## src/rtl/uart_tx_arbiter.sv

```systemverilog
// Two-requester arbiter in front of a single UART transmitter: grants, starts, waits for ack/done.
// Optional macro UART_ARB_FIXED_PRIO_EN: requester 1 always wins ties instead of round-robin.
module uart_tx_arbiter #(
    parameter int DATA_W      = 8,
    parameter int ACK_TIMEOUT = 16
) (
    input  logic              clk_i,
    input  logic              rst_ni,
    input  logic              req1_i,
    input  logic [DATA_W-1:0] data1_i,
    input  logic              req2_i,
    input  logic [DATA_W-1:0] data2_i,
    input  logic              tx_busy_i,
    output logic              tx_start_o,
    output logic [DATA_W-1:0] tx_data_o,
    output logic              grant_o,
    output logic              done1_o,
    output logic              done2_o,
    output logic              err1_o,
    output logic              err2_o,
    output logic              busy_o
);
    typedef enum logic [1:0] {IDLE, START, WAIT_ACK, WAIT_DONE} state_t;

    localparam logic [7:0] TIMEOUT = 8'(ACK_TIMEOUT);

    state_t              state_reg;
    logic [7:0]          cnt_reg;
    logic [7:0]          cnt_next;
    logic                ack_expired;
    logic                pick2;
    logic                tx_start_reg;
    logic [DATA_W-1:0]   tx_data_reg;
    logic                grant_reg;
    logic                done1_reg;
    logic                done2_reg;
    logic                err1_reg;
    logic                err2_reg;
    logic                busy_reg;

    assign cnt_next    = cnt_reg + 8'd1;
    assign ack_expired = (cnt_next == TIMEOUT);

`ifdef UART_ARB_FIXED_PRIO_EN
    assign pick2 = !req1_i;
`else
    // Last-served requester: 0 = requester 1, 1 = requester 2. Updated on done or timeout.
    logic last_reg;
    logic xfer_end;

    assign xfer_end = ((state_reg == WAIT_ACK) && !tx_busy_i && ack_expired) ||
                      ((state_reg == WAIT_DONE) && !tx_busy_i);

    always_ff @(posedge clk_i or negedge rst_ni) begin
        if (!rst_ni) begin
            last_reg <= 1'b0;
        end else if (xfer_end) begin
            last_reg <= grant_reg;
        end
    end

    assign pick2 = req2_i && (!req1_i || !last_reg);
`endif

    always_ff @(posedge clk_i or negedge rst_ni) begin
        if (!rst_ni) begin
            state_reg    <= IDLE;
            cnt_reg      <= '0;
            tx_start_reg <= 1'b0;
            tx_data_reg  <= '0;
            grant_reg    <= 1'b0;
            done1_reg    <= 1'b0;
            done2_reg    <= 1'b0;
            err1_reg     <= 1'b0;
            err2_reg     <= 1'b0;
            busy_reg     <= 1'b0;
        end else begin
            tx_start_reg <= 1'b0;
            done1_reg    <= 1'b0;
            done2_reg    <= 1'b0;
            err1_reg     <= 1'b0;
            err2_reg     <= 1'b0;
            case (state_reg)
                IDLE: begin
                    if (req1_i || req2_i) begin
                        grant_reg    <= pick2;
                        tx_data_reg  <= pick2 ? data2_i : data1_i;
                        tx_start_reg <= 1'b1;
                        busy_reg     <= 1'b1;
                        state_reg    <= START;
                    end
                end
                START: begin
                    cnt_reg   <= '0;
                    state_reg <= WAIT_ACK;
                end
                WAIT_ACK: begin
                    if (tx_busy_i) begin
                        state_reg <= WAIT_DONE;
                    end else begin
                        cnt_reg <= cnt_next;
                        if (ack_expired) begin
                            err1_reg  <= !grant_reg;
                            err2_reg  <= grant_reg;
                            busy_reg  <= 1'b0;
                            state_reg <= IDLE;
                        end
                    end
                end
                WAIT_DONE: begin
                    if (!tx_busy_i) begin
                        done1_reg <= !grant_reg;
                        done2_reg <= grant_reg;
                        busy_reg  <= 1'b0;
                        state_reg <= IDLE;
                    end
                end
                default: begin
                    busy_reg  <= 1'b0;
                    state_reg <= IDLE;
                end
            endcase
        end
    end

    assign tx_start_o = tx_start_reg;
    assign tx_data_o  = tx_data_reg;
    assign grant_o    = grant_reg;
    assign done1_o    = done1_reg;
    assign done2_o    = done2_reg;
    assign err1_o     = err1_reg;
    assign err2_o     = err2_reg;
    assign busy_o     = busy_reg;
endmodule

```

## config.mk

```make
export PLATFORM = sky130hd
export DESIGN_NAME = uart_tx_arbiter
export DESIGN_NICKNAME = d
export VERILOG_FILES = /design/src/rtl/uart_tx_arbiter.sv
export SDC_FILE = /design/constraint.sdc
export NUM_CORES = 1
export LEC_CHECK = 0
export CAP_MARGIN = 10
export CORE_MARGIN = 2
export CORE_UTILIZATION = 50
export DETAILED_ROUTE_END_ITERATION = 8
export HOLD_SLACK_MARGIN = 0.03
export PLACE_DENSITY = 0.83
export SLEW_MARGIN = 20
export SYNTH_ARGS = -nofsm -noshare
export SYNTH_HDL_FRONTEND = slang
export SYNTH_SLANG_ARGS = --single-unit
export TNS_END_PERCENT = 50
```

## constraint.sdc

```tcl
create_clock -name clk_i -period 5.4 [get_ports clk_i]
set_input_delay 1.08 -clock clk_i [delete_from_list [all_inputs] [get_ports clk_i]]
set_output_delay 1.08 -clock clk_i [all_outputs]
set_load 0.03 [all_outputs]
```

=== Yosys cells after proc, flatten, opt, wreduce, memory -nomap -nowiden ===
Cells that the tools add are included.

* Register bits: 26
* Input bits: 21
* Logic and storage cells: 64

* Add/sub/neg operators: 1
* Equality and inequality tests: 9
* Mux-type cells: 25
* Reductions and logical operators: 18

{| class="wikitable"
|+ Operators with widths
! cell !! number
|-
| two-way mux 1 bit || 16
|-
| two-way mux 8 bit || 2
|-
| one-hot mux 8 bit (2 select lines) || 1
|-
| adder 8 x 1 -> 8 bit (second input constant) || 1
|-
| == test 8 x 5 -> 1 bit (second input constant) || 1
|-
| two-way mux 2 bit || 4
|-
| != test 2 bit (second input constant) || 4
|-
| one-hot mux 2 bit (4 select lines) || 1
|-
| AND reduction 5 bit || 1
|-
| == test 2 bit (second input constant) || 2
|-
| logical AND 1 bit || 4
|-
| logical NOT 1 bit || 4
|-
| AND reduction 2 bit || 2
|-
| logical OR 1 bit || 3
|-
| != test 3 bit (second input constant) || 1
|-
| one-hot mux 1 bit (3 select lines) || 1
|-
| AND reduction 3 bit || 1
|-
| nonzero test 3 bit || 1
|-
| == test 2 x 1 -> 1 bit (second input constant) || 1
|-
| logical NOT 2 bit || 1
|-
| nonzero test 2 bit || 1
|}

=== Logic depth before layout (Yosys ltp) ===
Gate-level depths: netlist of run 1.

* Depth after elaboration: 5
* Depth in mapped cells: 6
* Mapped depth without buffers: 6

=== Worst setup path before layout of run 1 ===
No wires, ideal clock.

* Kind: input to register
* From: input req2_i
* To: register tx_data_reg[0] (netlist: tx_data_o[0])
* Setup time: 137 ps
* Arrival: 1917 ps
* Slack: 3346 ps
* Cell stages on the path: 4
* Buffers on the path: 1
* Cell sequence: a21boi_0 buf_1 mux2i_1 a21oi_1

* Cells in the longest elaborated chain, start to end: 2
* Elaborated cells between the ends (all ways): 4
* Those cells by class: mux: 1; reduce/logical: 3

{| class="wikitable"
|+ RTL lines
! element !! line !! RTL
|-
| start, declared || 11 || <nowiki>input logic req2_i,</nowiki>
|-
| logical AND 1 bit / logical OR 1 bit (equally long branches) || 62, 85 ||
|-
| two-way mux 8 bit / AND reduction 2 bit (equally long branches) || -- ||
|-
| end signal, assigned || 87 || <nowiki>tx_data_reg <= pick2 ? data2_i : data1_i;</nowiki>
|-
| end, declared || 33 || <nowiki>logic [DATA_W-1:0] tx_data_reg;</nowiki>
|}

Parallel ways exist; a longest one is shown, timed or not.
A chain may end at the register's enable or synchronous reset.

=== Worst setup path in the final report of run 1 ===
* From: register grant_reg (netlist: grant_o)
* To: output grant_o

{| class="wikitable"
|+ RTL lines
! element !! line !! RTL
|-
| start, declared || 34 || <nowiki>logic grant_reg;</nowiki>
|-
| start signal, assigned || 86 || <nowiki>grant_reg <= pick2;</nowiki>
|-
| end, declared || 16 || <nowiki>output logic grant_o,</nowiki>
|}

No word-level cell between the ends.

==> flow_summary.ini, run 1 <==
[critical_path]
critical_path_class = register to output port
cp-start-kind = register
critPathMaxFanout = 7
worst-path-buf-inv = 1
end_kind = output port
cpMaxStageDelayCell = clkdlybuf4s50_1
slowest_delay_ps = 720
crit_family = buffers and inverters
critPathRequiredTime_ps = 4320
path_cells = clkdlybuf4s50_1
cp.arrival_ps = 1510

[power_and_ir_drop]
p_switching_w = 0.000322
p_comb_share_pct = 44.1
ir_worst_vdd_mv = 0.382
clkPwrFrac_pct = 16.3
powerDensity_nw_per_um2 = 470
p_int_w = 0.000482
power_w = 0.000804
power_frac_seq_pct = 39.6
power_leakage_nw = 0.726
switching_share_pct = 40.0

[sta]
max_freq_mhz = 387
slew_viol_final = 0
hold_viol = 0
tightest_slew_ps = 716
setup_viol = 0
finClkSkew_ps = 3.68
timing.final.crit_share_pct = 47.9
max_slew_margin_pct = 52.1
setup_tns_ps = 0
rsz0062_at_grt = false
min_period_ps = 2590

[run_status]
status = finished clean

[route]
via_per_inst = 5.59
drt_wl_total_um = 2880
wl_per_cell_um = 14.9
final_antenna_net_count = 0
drc = 0
num_vias = 1079
drt_iter0_markers = 20
dr.pass1.iters = 4

[yosys]
netlist_area_um2 = 1280
yosys.cell_types.count = 33
syn_nets = 152
syn_avg_cell_area_um2 = 9.96
yosysWarnings = 0
synth-seq-cells = 26
synthCells = 129
synth-seq-area-share_pct = 50.6

[clocking]
cts_tree = built
clk_pin_slew_worst_paths_ps = 140
clockRootBuffer = clkbuf_4
cts_setup_buffers = 0
cts_resized = 0
numCtsBuffers = 3
cts.sinks = 26
cts.path.max_buffers = 2
insertion_delay_ps = 310
htreeDepth = 1
ctsHoldBuffers = 0

[floorplan]
die-width_um = 54.7
die-height_um = 54.7
row_count = 18
coreArea_um2 = 2450
io_pins = 36
start_util_pct = 52.3
die_area_um2 = 2990

[grt]
grt_pass1_vias = 980
antenna_found_initial = 0
grt_pass1_wl_um = 4400
grt_use_total_pct = 20.9
overflow = 0
grt_max_degree = 27

[placement]
placed_cells = 189
place_area_um2 = 1660
post-dp-hpwl_um = 2170
gp_congestion = 0.736
port_buffers = 35

[run]
maxCapViolations = 0

[finish]
fin_cells = 193
nFillCells = 192
antenna_cells = 0
drive_above_1_share_pct = 7.98
final_common_cell = clkdlybuf4s50_1
layout_common_cells = clkdlybuf4s50_1 (34), dfrtp_1 (26), nor2_1 (18), a21oi_1 (13), o21ai_0 (12)
areaGrowthSynthToFinish_pct = 33.0
design_area_um2 = 1710
final_nets = 187

[hold_path]
hp-class = register to register
[per-stage QoR]
step	util, %	setup slack, ps	hold WS [ps]
global route	69.6	2770	583
detailed placement	67.4	2370	519
floorplan	-	3350	491
global placement	67.4	2500	509
finish	69.6	2810	549
CTS	69.6	2740	551
[cell families after synthesis]
logic type | count (synthesis) | share of synthesized area (%)
compound gates | 36 | 18.2
xor+xnor | 2 | 1.36
fa+ha+maj | 2 | 1.95
buf+inv | 9 | 3.21
flops | 26 | 50.6
mux | 9 | 7.11
simple gates | 45 | 17.5
[power groups by stage]
| stage | Combinational [W] | Clock [W] | Sequential (W) |
|---|---|---|---|
| after floorplan | 0.000144 | 0 | 0.000383 |
| after global placement | 0.000343 | 0 | 0.000312 |
| after detailed placement | 0.000355 | 0 | 0.000320 |
| after CTS | 0.000356 | 0.000136 | 0.000315 |
| after global routing | 0.000388 | 0.000140 | 0.000327 |
| final | 0.000355 | 0.000131 | 0.000318 |
[final timing paths]
kind / start / endpoint / slack, ps / cells past startpoint
hold / removal: tx_data_o[2] / tx_data_o[2] / 550 / 2
setup reg to reg: cnt_reg[0] / err1_o / 3430 / 5
hold reg to reg: tx_data_o[2] / tx_data_o[2] / 550 / 2
max in group asynchronous: rst_ni / cnt_reg[4] / 4300 / 1
min in group asynchronous: rst_ni / cnt_reg[0] / 730 / 1
setup / recovery: grant_o / grant_o / 2810 / 1
[cells in the mapped netlist, drive strengths merged]
cell type	count	area share (%)
dfrtp	26	51
nor2	18	5.3
a21oi	13	5.1
o21ai	12	4.7
mux2i	8	6.2
nand2	6	1.8
and2	4	2.1
clkbuf	4	1.2
nand3	4	1.6
and3	3	1.5
inv	3	0.88
nand2b	3	1.5
nand4	3	1.5
buf	2	1.2
ha	2	1.9
o31ai	2	1.2
o41ai	2	1.4
a2111oi	1	2.1
a211o	1	0.78
a21boi	1	0.58
a21o	1	0.58
a22o	1	0.68
mux2	1	0.88
nor2b	1	0.49
nor3	1	0.39
nor3b	1	0.97
o22ai	1	0.49
o31a	1	0.68
or3	1	0.58
xnor2	1	0.68
xor2	1	0.68
[worst register-to-register path, cell delays in order, from the launching register on]
cell       delay (ps)
dfrtp_1           480
and3_1            280
a211o_2           340
a2111oi_4         420
and2_4            230
nor3b_2           160
[metal layers]
metal / routed length (µm) / vias up / track usage, %
li1: - / 526 / -
met1: 1270 / 527 / 28.9
met2: 1480 / 24 / 33.1
met3: 114 / 2 / 2.73
met4: 15 / 0 / 7.92
met5: 0 / - / 0
[cell type report]
| cell class | instances | area [µm²] | share of cell area (%) |
|---|---|---|---|
| flip-flops and latches | 26 | 651 | 38.1 |
| multi-input cells | 94 | 604 | 35.4 |
| repair buffers | 36 | 353 | 20.6 |
| well taps | 30 | 37.5 | 2.20 |
| clock inverters | 1 | 30.0 | 1.76 |
| clock buffers | 3 | 22.5 | 1.32 |
| inverters | 3 | 11.3 | 0.659 |
Power figures use the tool's default switching activity.
==> run 2, diff against run 1 <==
- CORE_UTILIZATION: 50 -> 42
- PLACE_DENSITY: 0.83 -> 0.74
- clock period: 5.4 -> 2.25 ns (I/O delays scaled with it)
==> run 2 against run 1 <==
  * First-iteration DRC count down 10%
  * Worst hold slack worse by 68 ps
  * Sequential share of layout area down 0.19 points
  * Register-to-register slack worse by 3100 ps
  * Non-clock buffer count up 3
  * Count of clock-buffer cells in the layout up 1
  * Clock skew about the same
  * Via count about the same
  * Total power up 130%
  * Cell area up 0.51%
  * Largest cell class unchanged
  * Largest power group unchanged
  * Highest routed layer unchanged
==> flow_summary.ini, run 2 (same netlist as run 1, synthesis figures left out) <==
[run_status]
status = finished clean

[finish]
drive_above_1_share_pct = 9.04
nFillCells = 246
areaGrowthSynthToFinish_pct = 33.7
antenna_cells = 0
layout_common_cells = clkdlybuf4s50_1 (35), dfrtp_1 (26), nor2_1 (18), a21oi_1 (13), o21ai_0 (12)
register_area_um2 = 651
final_nets = 190
final_common_cell = clkdlybuf4s50_1
multi_input_area_um2 = 598

[route]
dr.pass1.iters = 4
num_vias = 1080
wl_per_cell_um = 13.3
drt_iter0_markers = 18
drt_wl_total_um = 2650
drc = 0
via_per_inst = 5.43
final_antenna_net_count = 0

[placement]
port_buffers = 35
gp_congestion = 0.865
post-dp-hpwl_um = 2000

[critical_path]
slowest_delay_ps = 710
path_cells = clkdlybuf4s50_1
cp.depth = 1
worst-path-buf-inv = 1
end_kind = output port
cpMaxStageDelayCell = clkdlybuf4s50_1
cp.arrival_ps = 1500
critPathMaxFanout = 7
r2r_setup_slack_ps = 340
crit_start = grant_o
reg2reg_to = err2_o
critical_path_class = register to output port
cp-start-kind = register
r2r_start = cnt_reg[0]
rr_worst_depth = 5
crit_end = grant_o
crit_family = buffers and inverters
critPathRequiredTime_ps = 1800

[clocking]
insertion_delay_ps = 320
clockRootBuffer = clkbuf_4
clk_pin_slew_worst_paths_ps = 140
cts_setup_buffers = 0
cts_resized = 0
cts_tree = built
cts.path.max_buffers = 2
numCtsBuffers = 3
htreeDepth = 1
cts.sinks = 26
ctsHoldBuffers = 0

[sta]
setup_tns_ps = 0
hold_viol = 0
max_freq_mhz = 514
rsz0062_at_grt = false
timing.final.crit_share_pct = 86.5
tightest_slew_ps = 575
max_slew_margin_pct = 61.7
finClkSkew_ps = 4.11
slew_viol_final = 0
min_period_ps = 1950
setup_viol = 0

[floorplan]
die_area_um2 = 3520
die-width_um = 59.3
coreArea_um2 = 2980
row_count = 20
die-height_um = 59.3
io_pins = 36
start_util_pct = 43.2

[power_and_ir_drop]
ir_worst_vdd_mv = 0.614
powerDensity_nw_per_um2 = 1070
power_w = 0.00184
power_leakage_nw = 0.732

[grt]
antenna_found_initial = 0
grt_use_total_pct = 17.3
grt_pass1_vias = 1094
overflow = 0
grt_pass1_wl_um = 4640
grt_max_degree = 27

[hold_path]
hp-class = input pin to asynchronous set/reset pin

[run]
maxCapViolations = 0
-- run 2: changes by cell type in the layout (fill, tap and decap cells not counted) --
| cell | change |
|---|---|
| nor3_2 | +1 |
| clkbuf_8 | +1 |
| buf_4 | +3 |
| bufinv_16 | -1 |
| nor3_4 | -1 |
| clkdlybuf4s50_1 | +1 |
| buf_2 | -1 |
-- run 2: worst reg2reg max path, cell delays in order (launching register included) --
cell and delay [ps]:
dfrtp_1 470, and3_1 280, a211o_2 340, a2111oi_4 380, and2_4 230, and3_1 160
-- run 2: how the worst min path moves through the flow --
stage	startpoint	end	cells after the start
finish	rst_ni	cnt_reg[3]	2
global placement	tx_data_o[5]	tx_data_o[5]	2
global route	rst_ni	cnt_reg[5]	2
detailed placement	tx_data_o[4]	tx_data_o[4]	2
floorplan	rst_ni	busy_o	0
CTS	rst_ni	cnt_reg[3]	2
-- run 2: layer usage --
layer	up-vias	global-route usage, %	wire length, µm
met1	510	21.3	1180
met3	6	4.59	171
met2	34	27.9	1260
met4	0	8.77	41
li1	530	-	-
met5	-	0	0
-- run 2: report_power, final --
part	leakage, nW	total (W)	switching (W)	internal [W]
Clock	0.0210	0.000232	0.000133	0.0000989
Sequential	0.322	0.000748	0.000135	0.000612
Combinational	0.390	0.000861	0.000486	0.000375
Total	0.732	0.00184	0.000754	0.00109
-- run 2: area by class of cell --
cell class	instances	area share, %
Sequential cell	26	37.9
Multi-Input combinational cell	94	34.8
Timing Repair Buffer	39	22.1
Tap cell	33	2.40
Clock buffer	4	2.11
Inverter	3	0.655
-- run 2: stage by stage --
step                util (%)  cell area, µm²  cells  worst slack (ps)  hold slack (ps)
floorplan                  -            1280    129               445              154
global placement        56.5            1680    195               331              508
detailed placement      56.5            1680    195               166              521
CTS                     57.7            1720    199               271              487
global route            57.7            1720    199               194              509
finish                  57.7            1720    199               304              481
==> run 3, diff against run 2 <==
- CAP_MARGIN: 10 -> 20
- SLEW_MARGIN: 20 -> unset
==> results of run 3 <==
The final DEF is identical to that of run 2; final timing and power are the same.
